[config.mk]
export PLATFORM = sky130hd
export DESIGN_NAME = xor_apuf_engine_flat
export DESIGN_NICKNAME = d
export VERILOG_FILES = /design/src/rtl/xor_apuf_engine_if.sv /design/src/rtl/xor_apuf_engine.sv /design/src/flat_wrapper.sv
export SDC_FILE = /design/constraint.sdc
export NUM_CORES = 1
export LEC_CHECK = 0
export CAP_MARGIN = 20
export CORE_ASPECT_RATIO = 2
export CORE_MARGIN = 1.5
export CORE_UTILIZATION = 24
export DETAILED_ROUTE_END_ITERATION = 12
export PLACE_DENSITY_LB_ADDON = 0.08
export SYNTH_ARGS = -nofsm -noshare
export SYNTH_HDL_FRONTEND = slang
export SYNTH_HIERARCHICAL = 1
export SYNTH_SLANG_ARGS = --single-unit
export TNS_END_PERCENT = 100
[constraint.sdc]
create_clock -name clk -period 4.1 [get_ports clk]
set_input_delay 0.82 -clock clk [delete_from_list [all_inputs] [get_ports clk]]
set_output_delay 0.82 -clock clk [all_outputs]
set_load 0.005 [all_outputs]
[src/rtl/xor_apuf_engine_if.sv]
// Host-side handshake for the XOR arbiter-PUF engine.
// The optional `unstable` flags exist only when STABILITY_FLAG_EN is defined.
interface xor_apuf_engine_if #(
  parameter int N_CHAINS = 4,
  parameter int N_STAGES = 22
);
  logic                         start;
  logic [N_CHAINS*N_STAGES-1:0] challenge;
  logic                         busy;
  logic                         done;
  logic                         response;
  logic [N_CHAINS-1:0]          chain_resp;
`ifdef STABILITY_FLAG_EN
  logic [N_CHAINS-1:0]          unstable;

  modport master (output start, challenge,
                  input  busy, done, response, chain_resp, unstable);
  modport slave  (input  start, challenge,
                  output busy, done, response, chain_resp, unstable);
`else
  modport master (output start, challenge,
                  input  busy, done, response, chain_resp);
  modport slave  (input  start, challenge,
                  output busy, done, response, chain_resp);
`endif
endinterface

[src/rtl/xor_apuf_engine.sv]
// XOR arbiter-PUF evaluation engine: N_CHAINS switch chains raced N_VOTES times,
// per-chain temporal majority vote, voted bits XORed into one response bit.
// Optional feature macro: STABILITY_FLAG_EN (adds per-chain non-unanimous flags).

// One switch stage: straight when sel=0, crossed when sel=1.
(* dont_touch = "true" *)
module mux4_to_2 (
  input  logic in_top,
  input  logic in_bot,
  input  logic sel,
  output logic out_top,
  output logic out_bot
);
  assign out_top = sel ? in_bot : in_top;
  assign out_bot = sel ? in_top : in_bot;
endmodule

// Arbiter: top path is data, bottom path is clock; no reset by design.
(* dont_touch = "true" *)
module d_flip_flop (
  input  logic d,
  input  logic clk,
  output logic q
);
  logic q_q;
  // Capture which edge won the race
  always_ff @(posedge clk) q_q <= d;
  assign q = q_q;
endmodule

// One arbiter chain: N_STAGES switches followed by the arbiter flop.
(* dont_touch = "true" *)
module xor_apuf_chain #(
  parameter int N_STAGES = 22
) (
  input  logic                x,
  input  logic                y,
  input  logic [N_STAGES-1:0] chal,
  output logic                q
);
  logic [N_STAGES:0] top, bot;

  assign top[0] = x;
  assign bot[0] = y;

  for (genvar i = 0; i < N_STAGES; i++) begin : g_stage
    (* dont_touch = "true" *)
    mux4_to_2 u_sw (
      .in_top (top[i]),   .in_bot (bot[i]),   .sel (chal[i]),
      .out_top(top[i+1]), .out_bot(bot[i+1])
    );
  end

  (* dont_touch = "true" *)
  d_flip_flop u_arb (.d(top[N_STAGES]), .clk(bot[N_STAGES]), .q(q));
endmodule

module xor_apuf_engine #(
  parameter int N_STAGES   = 22,
  parameter int N_CHAINS   = 4,
  parameter int SETTLE_CYC = 8,
  parameter int N_VOTES    = 5
) (
  input  logic              clk,
  input  logic              rst,
  xor_apuf_engine_if.slave  bus
);
  localparam int CW = $clog2(N_VOTES + 1);
  localparam int SW = $clog2(SETTLE_CYC + 2);

  typedef enum logic [2:0] {IDLE, ARM, FIRE, SYNC, SAMPLE, DONE} state_e;

  state_e                       state_q, state_d;
  logic [SW-1:0]                settle_q, settle_d;
  logic [CW-1:0]                votes_q, votes_d;
  logic [CW-1:0]                ones_q [N_CHAINS];
  logic [CW-1:0]                ones_d [N_CHAINS];
  logic [CW-1:0]                ones_inc [N_CHAINS];
  logic                         race_q, race_d;
  logic [N_CHAINS*N_STAGES-1:0] chal_q, chal_d;
  logic                         busy_q, busy_d, done_q, done_d, resp_q, resp_d;
  logic [N_CHAINS-1:0]          chain_q, chain_d, chain_nxt;
  logic [N_CHAINS-1:0]          sync1_q, sync2_q;
  logic [N_CHAINS-1:0]          arb_raw, arb_q;
  logic [SW-1:0]                arm_last;
`ifdef STABILITY_FLAG_EN
  logic [N_CHAINS-1:0]          unstable_q, unstable_d, unstable_nxt;
`endif

  // Both race inputs come from the single race_q flop so X and Y launch together
  for (genvar c = 0; c < N_CHAINS; c++) begin : g_chain
    (* dont_touch = "true" *)
    xor_apuf_chain #(.N_STAGES(N_STAGES)) u_chain (
      .x   (race_q),
      .y   (race_q),
      .chal(chal_q[c*N_STAGES +: N_STAGES]),
      .q   (arb_raw[c])
    );
  end

  // Single net for all arbiter outputs feeding the synchronisers
  assign arb_q = arb_raw;

  // The accept cycle counts toward the first discharge window, so the first ARM
  // of a request is one cycle longer than the following ones.
  assign arm_last = (votes_q == '0) ? SW'(SETTLE_CYC) : SW'(SETTLE_CYC - 1);

  // Vote accumulation and majority/stability decisions for the SAMPLE cycle
  always_comb begin
    for (int c = 0; c < N_CHAINS; c++) begin
      ones_inc[c]  = ones_q[c] + CW'(sync2_q[c]);
      chain_nxt[c] = ones_inc[c] > CW'(N_VOTES / 2);
`ifdef STABILITY_FLAG_EN
      unstable_nxt[c] = (ones_inc[c] != '0) && (ones_inc[c] != CW'(N_VOTES));
`endif
    end
  end

  // Controller next-state and registered-output logic
  always_comb begin
    state_d  = state_q;
    settle_d = settle_q;
    votes_d  = votes_q;
    ones_d   = ones_q;
    race_d   = race_q;
    chal_d   = chal_q;
    busy_d   = busy_q;
    done_d   = 1'b0;
    resp_d   = resp_q;
    chain_d  = chain_q;
`ifdef STABILITY_FLAG_EN
    unstable_d = unstable_q;
`endif
    case (state_q)
      IDLE: if (bus.start) begin
        chal_d   = bus.challenge;
        busy_d   = 1'b1;
        settle_d = '0;
        votes_d  = '0;
        ones_d   = '{default: '0};
        race_d   = 1'b0;
        state_d  = ARM;
      end
      ARM: begin
        if (settle_q == arm_last) begin
          settle_d = '0;
          race_d   = 1'b1;
          state_d  = FIRE;
        end else settle_d = settle_q + 1'b1;
      end
      FIRE: begin
        if (settle_q == SW'(SETTLE_CYC - 1)) begin
          settle_d = '0;
          race_d   = 1'b0;
          state_d  = SYNC;
        end else settle_d = settle_q + 1'b1;
      end
      SYNC: begin
        if (settle_q == SW'(1)) begin
          settle_d = '0;
          state_d  = SAMPLE;
        end else settle_d = settle_q + 1'b1;
      end
      SAMPLE: begin
        ones_d  = ones_inc;
        votes_d = votes_q + 1'b1;
        if (votes_q == CW'(N_VOTES - 1)) begin
          done_d  = 1'b1;
          chain_d = chain_nxt;
          resp_d  = ^chain_nxt;
`ifdef STABILITY_FLAG_EN
          unstable_d = unstable_nxt;
`endif
          state_d = DONE;
        end else state_d = ARM;
      end
      DONE: begin
        busy_d  = 1'b0;
        state_d = IDLE;
      end
      default: state_d = IDLE;
    endcase
  end

  // State registers; reset aborts any evaluation in flight
  always_ff @(posedge clk) begin
    if (rst) begin
      state_q  <= IDLE;
      settle_q <= '0;
      votes_q  <= '0;
      ones_q   <= '{default: '0};
      race_q   <= 1'b0;
      chal_q   <= '0;
      busy_q   <= 1'b0;
      done_q   <= 1'b0;
      resp_q   <= 1'b0;
      chain_q  <= '0;
      sync1_q  <= '0;
      sync2_q  <= '0;
`ifdef STABILITY_FLAG_EN
      unstable_q <= '0;
`endif
    end else begin
      state_q  <= state_d;
      settle_q <= settle_d;
      votes_q  <= votes_d;
      ones_q   <= ones_d;
      race_q   <= race_d;
      chal_q   <= chal_d;
      busy_q   <= busy_d;
      done_q   <= done_d;
      resp_q   <= resp_d;
      chain_q  <= chain_d;
      sync1_q  <= arb_q;
      sync2_q  <= sync1_q;
`ifdef STABILITY_FLAG_EN
      unstable_q <= unstable_d;
`endif
    end
  end

  assign bus.busy       = busy_q;
  assign bus.done       = done_q;
  assign bus.response   = resp_q;
  assign bus.chain_resp = chain_q;
`ifdef STABILITY_FLAG_EN
  assign bus.unstable   = unstable_q;
`endif
endmodule

[src/flat_wrapper.sv]
// flat-port wrapper written by rule: the top's interface ports become plain ports
module xor_apuf_engine_flat 
#(
  parameter int N_STAGES   = 22,
  parameter int N_CHAINS   = 4,
  parameter int SETTLE_CYC = 8,
  parameter int N_VOTES    = 5
)
  (clk, rst, bus_start, bus_challenge, bus_busy, bus_done, bus_response, bus_chain_resp);
  xor_apuf_engine_if #(.N_CHAINS(N_CHAINS), .N_STAGES(N_STAGES)) bus_i ();
  input  logic clk;
  input  logic rst;
  input wire logic [$bits(bus_i.start)-1:0] bus_start;
  input wire logic [$bits(bus_i.challenge)-1:0] bus_challenge;
  output wire logic [$bits(bus_i.busy)-1:0] bus_busy;
  output wire logic [$bits(bus_i.done)-1:0] bus_done;
  output wire logic [$bits(bus_i.response)-1:0] bus_response;
  output wire logic [$bits(bus_i.chain_resp)-1:0] bus_chain_resp;
  assign bus_i.start = bus_start;
  assign bus_i.challenge = bus_challenge;
  assign bus_busy = bus_i.busy;
  assign bus_done = bus_i.done;
  assign bus_response = bus_i.response;
  assign bus_chain_resp = bus_i.chain_resp;
  xor_apuf_engine #(.N_STAGES(N_STAGES), .N_CHAINS(N_CHAINS), .SETTLE_CYC(SETTLE_CYC), .N_VOTES(N_VOTES)) u_core (.clk(clk), .rst(rst), .bus(bus_i));
endmodule
==> impl_results.md <==
- Result of the run: finished, final reports clean
- Final hold vios: 0
- CP Launch Type: input pin
- Slew margin rel.: 36.6%
- CTS Buf Count: 17
- Antenna violations before repair: 0
- Seq cells post-synth: 130
- Worst hold path type: register to register
- Clk_lat worst skew: 0.43 ns
- First-pass GRT wire length: about 28 mm
- Final ANT Viol Nets: 0
- Diode count: 0
- Net Count, Synth: 859
- Final Cycle Share: 55.9%
- Clk pin slew, worst setup/hold paths: around 0.060 ns
- Chip width: 122 um
- # port buffers: 97
- WS Path Type: input pin to register
- CP cell instances: clkdlybuf4s50_1 -> nand2b_1 -> nor3_4 -> nor2_1 -> o21ai_1 -> a21oi_1
- Worst Path Required: 4.45 ns
- Post-detail-place hpwl: approximately 12 mm
- Register pins left without a clock: 4
- VDD IR max: 0.258 mV
- Pins Over Slew Limit: 0
- Drt pass-1 iters: 4
- H-tree depth: 4
- Total routed wirelength: 17.3 mm
- Post-synth EDFFs: 0
- Height of the die: 241 um
- Wire per inst: between 10 and 15 um
- Fraction of registers with async set/reset: 0%
- Post-CTS Resized: 0
- CP max FO: 14
- Yosys warns: 6
- Placer Congestion: approximately 0.69
- Pleak: 3.45 nW
- Area grow syn2layout: 28.8%
- Core Rows: 87
- Largest net degree at the start of global routing: 90
- Crit end category: register
- CTS tree: done
- Placed cells: between 1,000 and 1,500
- All-Layer GR Usage: about an eighth
- Total gr overflow: 0
- Bufs and invs on worst path: 1
- Max frequency: ~440 MHz
- Post-route minimum period: roughly 2.3 ns
- Slowest CP cell: nor2_1
- Core Footprint: roughly 0.028 mm^2
- Setup violators final: 0
- Nets@finish: approximately 940
- Post-CTS Hold Fix Bufs: 0
- CTS max path bufs: 2
- Power Dens Cells: roughly 380 mW/mm^2
- Top Ports: between 90 and 100
- Root buffer cell: clkbuf_16
- Post-synth cell types: 37
- Seq/Total Area, Yosys: 38.2%
- Cell count after synthesis: between 700 and 800
- Non-filler instance count after layout: 1,205
- # DRC: 0
- Layout cells sized above 1: between 20% and 30%
- Starting density of the core: between 20% and 30%
- Via count: 5,423
- Post-CTS Setup Bufs: 0
- Fin Setup TNS: 0 ns
- Avg Inst Size Synth: ~9 um^2
- Max stage delay on crit path: between 0.7 and 0.8 ns
- RSZ-0062 raised after global routing: false
- Critical path arrival: 2.65 ns
- Worst-Margin Slew: between 0.9 and 1 ns
- Post-Syn Area: between 0.006 and 0.007 mm^2
- Number of unconstrained endpoints: 4
- Die Area: roughly 0.029 mm^2
- CP top delay family: simple AND/OR/NAND/NOR gates
- Post-synth top flop: dfxtp_1
- Vias in the first global route: 5,536
- DRT iter0 DRCs: about 160
- Worst Clk Skew: ~0.012 ns
- Avg Vias per Cell: roughly 4.5
- Max Cap Viol: 0
path summary, 6_finish.rpt:
check                                       from                              to  slack [ns]  cells after the start
setup / recovery                       bus_start   u_core/ones_q[5]$_SDFFE_PP0P_        1.81                      6
hold / removal      u_core/sync1_q[3]$_SDFF_PP0_    u_core/sync2_q[3]$_SDFF_PP0_        0.43                      1
setup reg to reg  u_core/state_q[0]$_SDFFE_PP0P_  u_core/chal_q[21]$_SDFFE_PP0P_        1.90                      5
hold reg to reg     u_core/sync1_q[3]$_SDFF_PP0_    u_core/sync2_q[3]$_SDFF_PP0_        0.43                      1
metrics by stage:
| step | instance area [um^2] | worst slack (ns) | util (%) | hold slack (ns) | total power, mW |
|---|---|---|---|---|---|
| final | 8780 | 1.81 | 31.3 | 0.428 | 3.33 |
| after global routing | 8780 | 1.58 | 31.3 | 0.449 | 3.49 |
| after CTS | 8780 | 1.78 | 31.3 | 0.430 | 3.41 |
| after detailed placement | 8130 | 1.31 | 29.0 | 0.420 | 1.67 |
| after global placement | 8130 | 1.33 | 29.0 | 0.421 | 1.67 |
| after floorplan | 6810 | 2.25 | - | 0.414 | 1.51 |
final cells by class:
type                       count  area (um^2)
clock buffer                  18          429
clock inverter                12          219
sequential                   130         2600
fill                        3015        19300
multi-input combinational    581         4040
tap                          356          445
timing repair buffer         102         1020
inverter                       6         22.5
per-layer routing:
metal	GRT usage [%]	share of wire [%]	up-vias
met5	0	0	-
met4	4.65	1.7	0
met3	3.30	2.4	18
met2	25.2	58	57
met1	11.6	38	2553
li1	-	-	2795
power breakdown:
| part | total, mW | internal (mW) | switching (mW) | leakage (nW) |
|---|---|---|---|---|
| Combinational | 0.292 | 0.154 | 0.138 | 2.07 |
| Sequential | 1.34 | 1.28 | 0.0563 | 1.06 |
| Clock | 1.70 | 1.13 | 0.567 | 0.312 |
synth_stat cells (all sizes together), types with 2 or more instances:
master	number	area, um^2
nand2	183	687
mux2	176	1980
dfxtp	130	2600
a21oi	103	515
clkbuf	29	109
nor2	27	101
ha	12	150
buf	10	56.3
nor2b	10	62.6
nor3	10	65.1
a22oi	9	67.6
a211oi	7	52.6
nand3b	7	52.6
inv	6	22.5
o21ai	6	30.0
xor2	5	43.8
a31oi	3	18.8
nand3	3	15.0
xnor2	3	26.3
and2	2	12.5
nand2b	2	12.5
o21a	2	15.0
registers in the layout, summed over array words and instances, names as in the netlist, 3 cells and up:
register and count:
u_core/chal_q 88, u_core/ones_q 12, u_core/bus.chain_resp 4, u_core/g_chain.u_chain/u_arb/q 4, u_core/settle_q 4, u_core/sync1_q 4
u_core/sync2_q 4, u_core/state_q 3, u_core/votes_q 3
cells in the final DEF, fill, tap and decap left out, types with 6 or more instances in the layout:
cell type        instances
nand2_1                183
clkdlybuf4s50_1         96
dfxtp_1                130
nor2b_1                 10
a22oi_1                  9
a21oi_1                103
nand3b_1                 7
ha_1                    12
clkbuf_16               17
a211oi_1                 7
nor2_1                  27
nor3_1                   7
bufinv_16                6
mux2_2                 176
cells by family after synthesis:
kind of cell | count (synthesis) | share of synthesized area (%)
AND/OR/NAND/NOR | 249 | 15.4
multiplexers | 177 | 29.4
AO/OA/AOI/OAI | 135 | 11.0
flip-flops | 130 | 38.2
buffers and inverters | 45 | 2.75
adder cells (fa/ha/maj) | 12 | 2.20
XOR/XNOR | 8 | 1.03
Power figures use the tool's default switching activity.
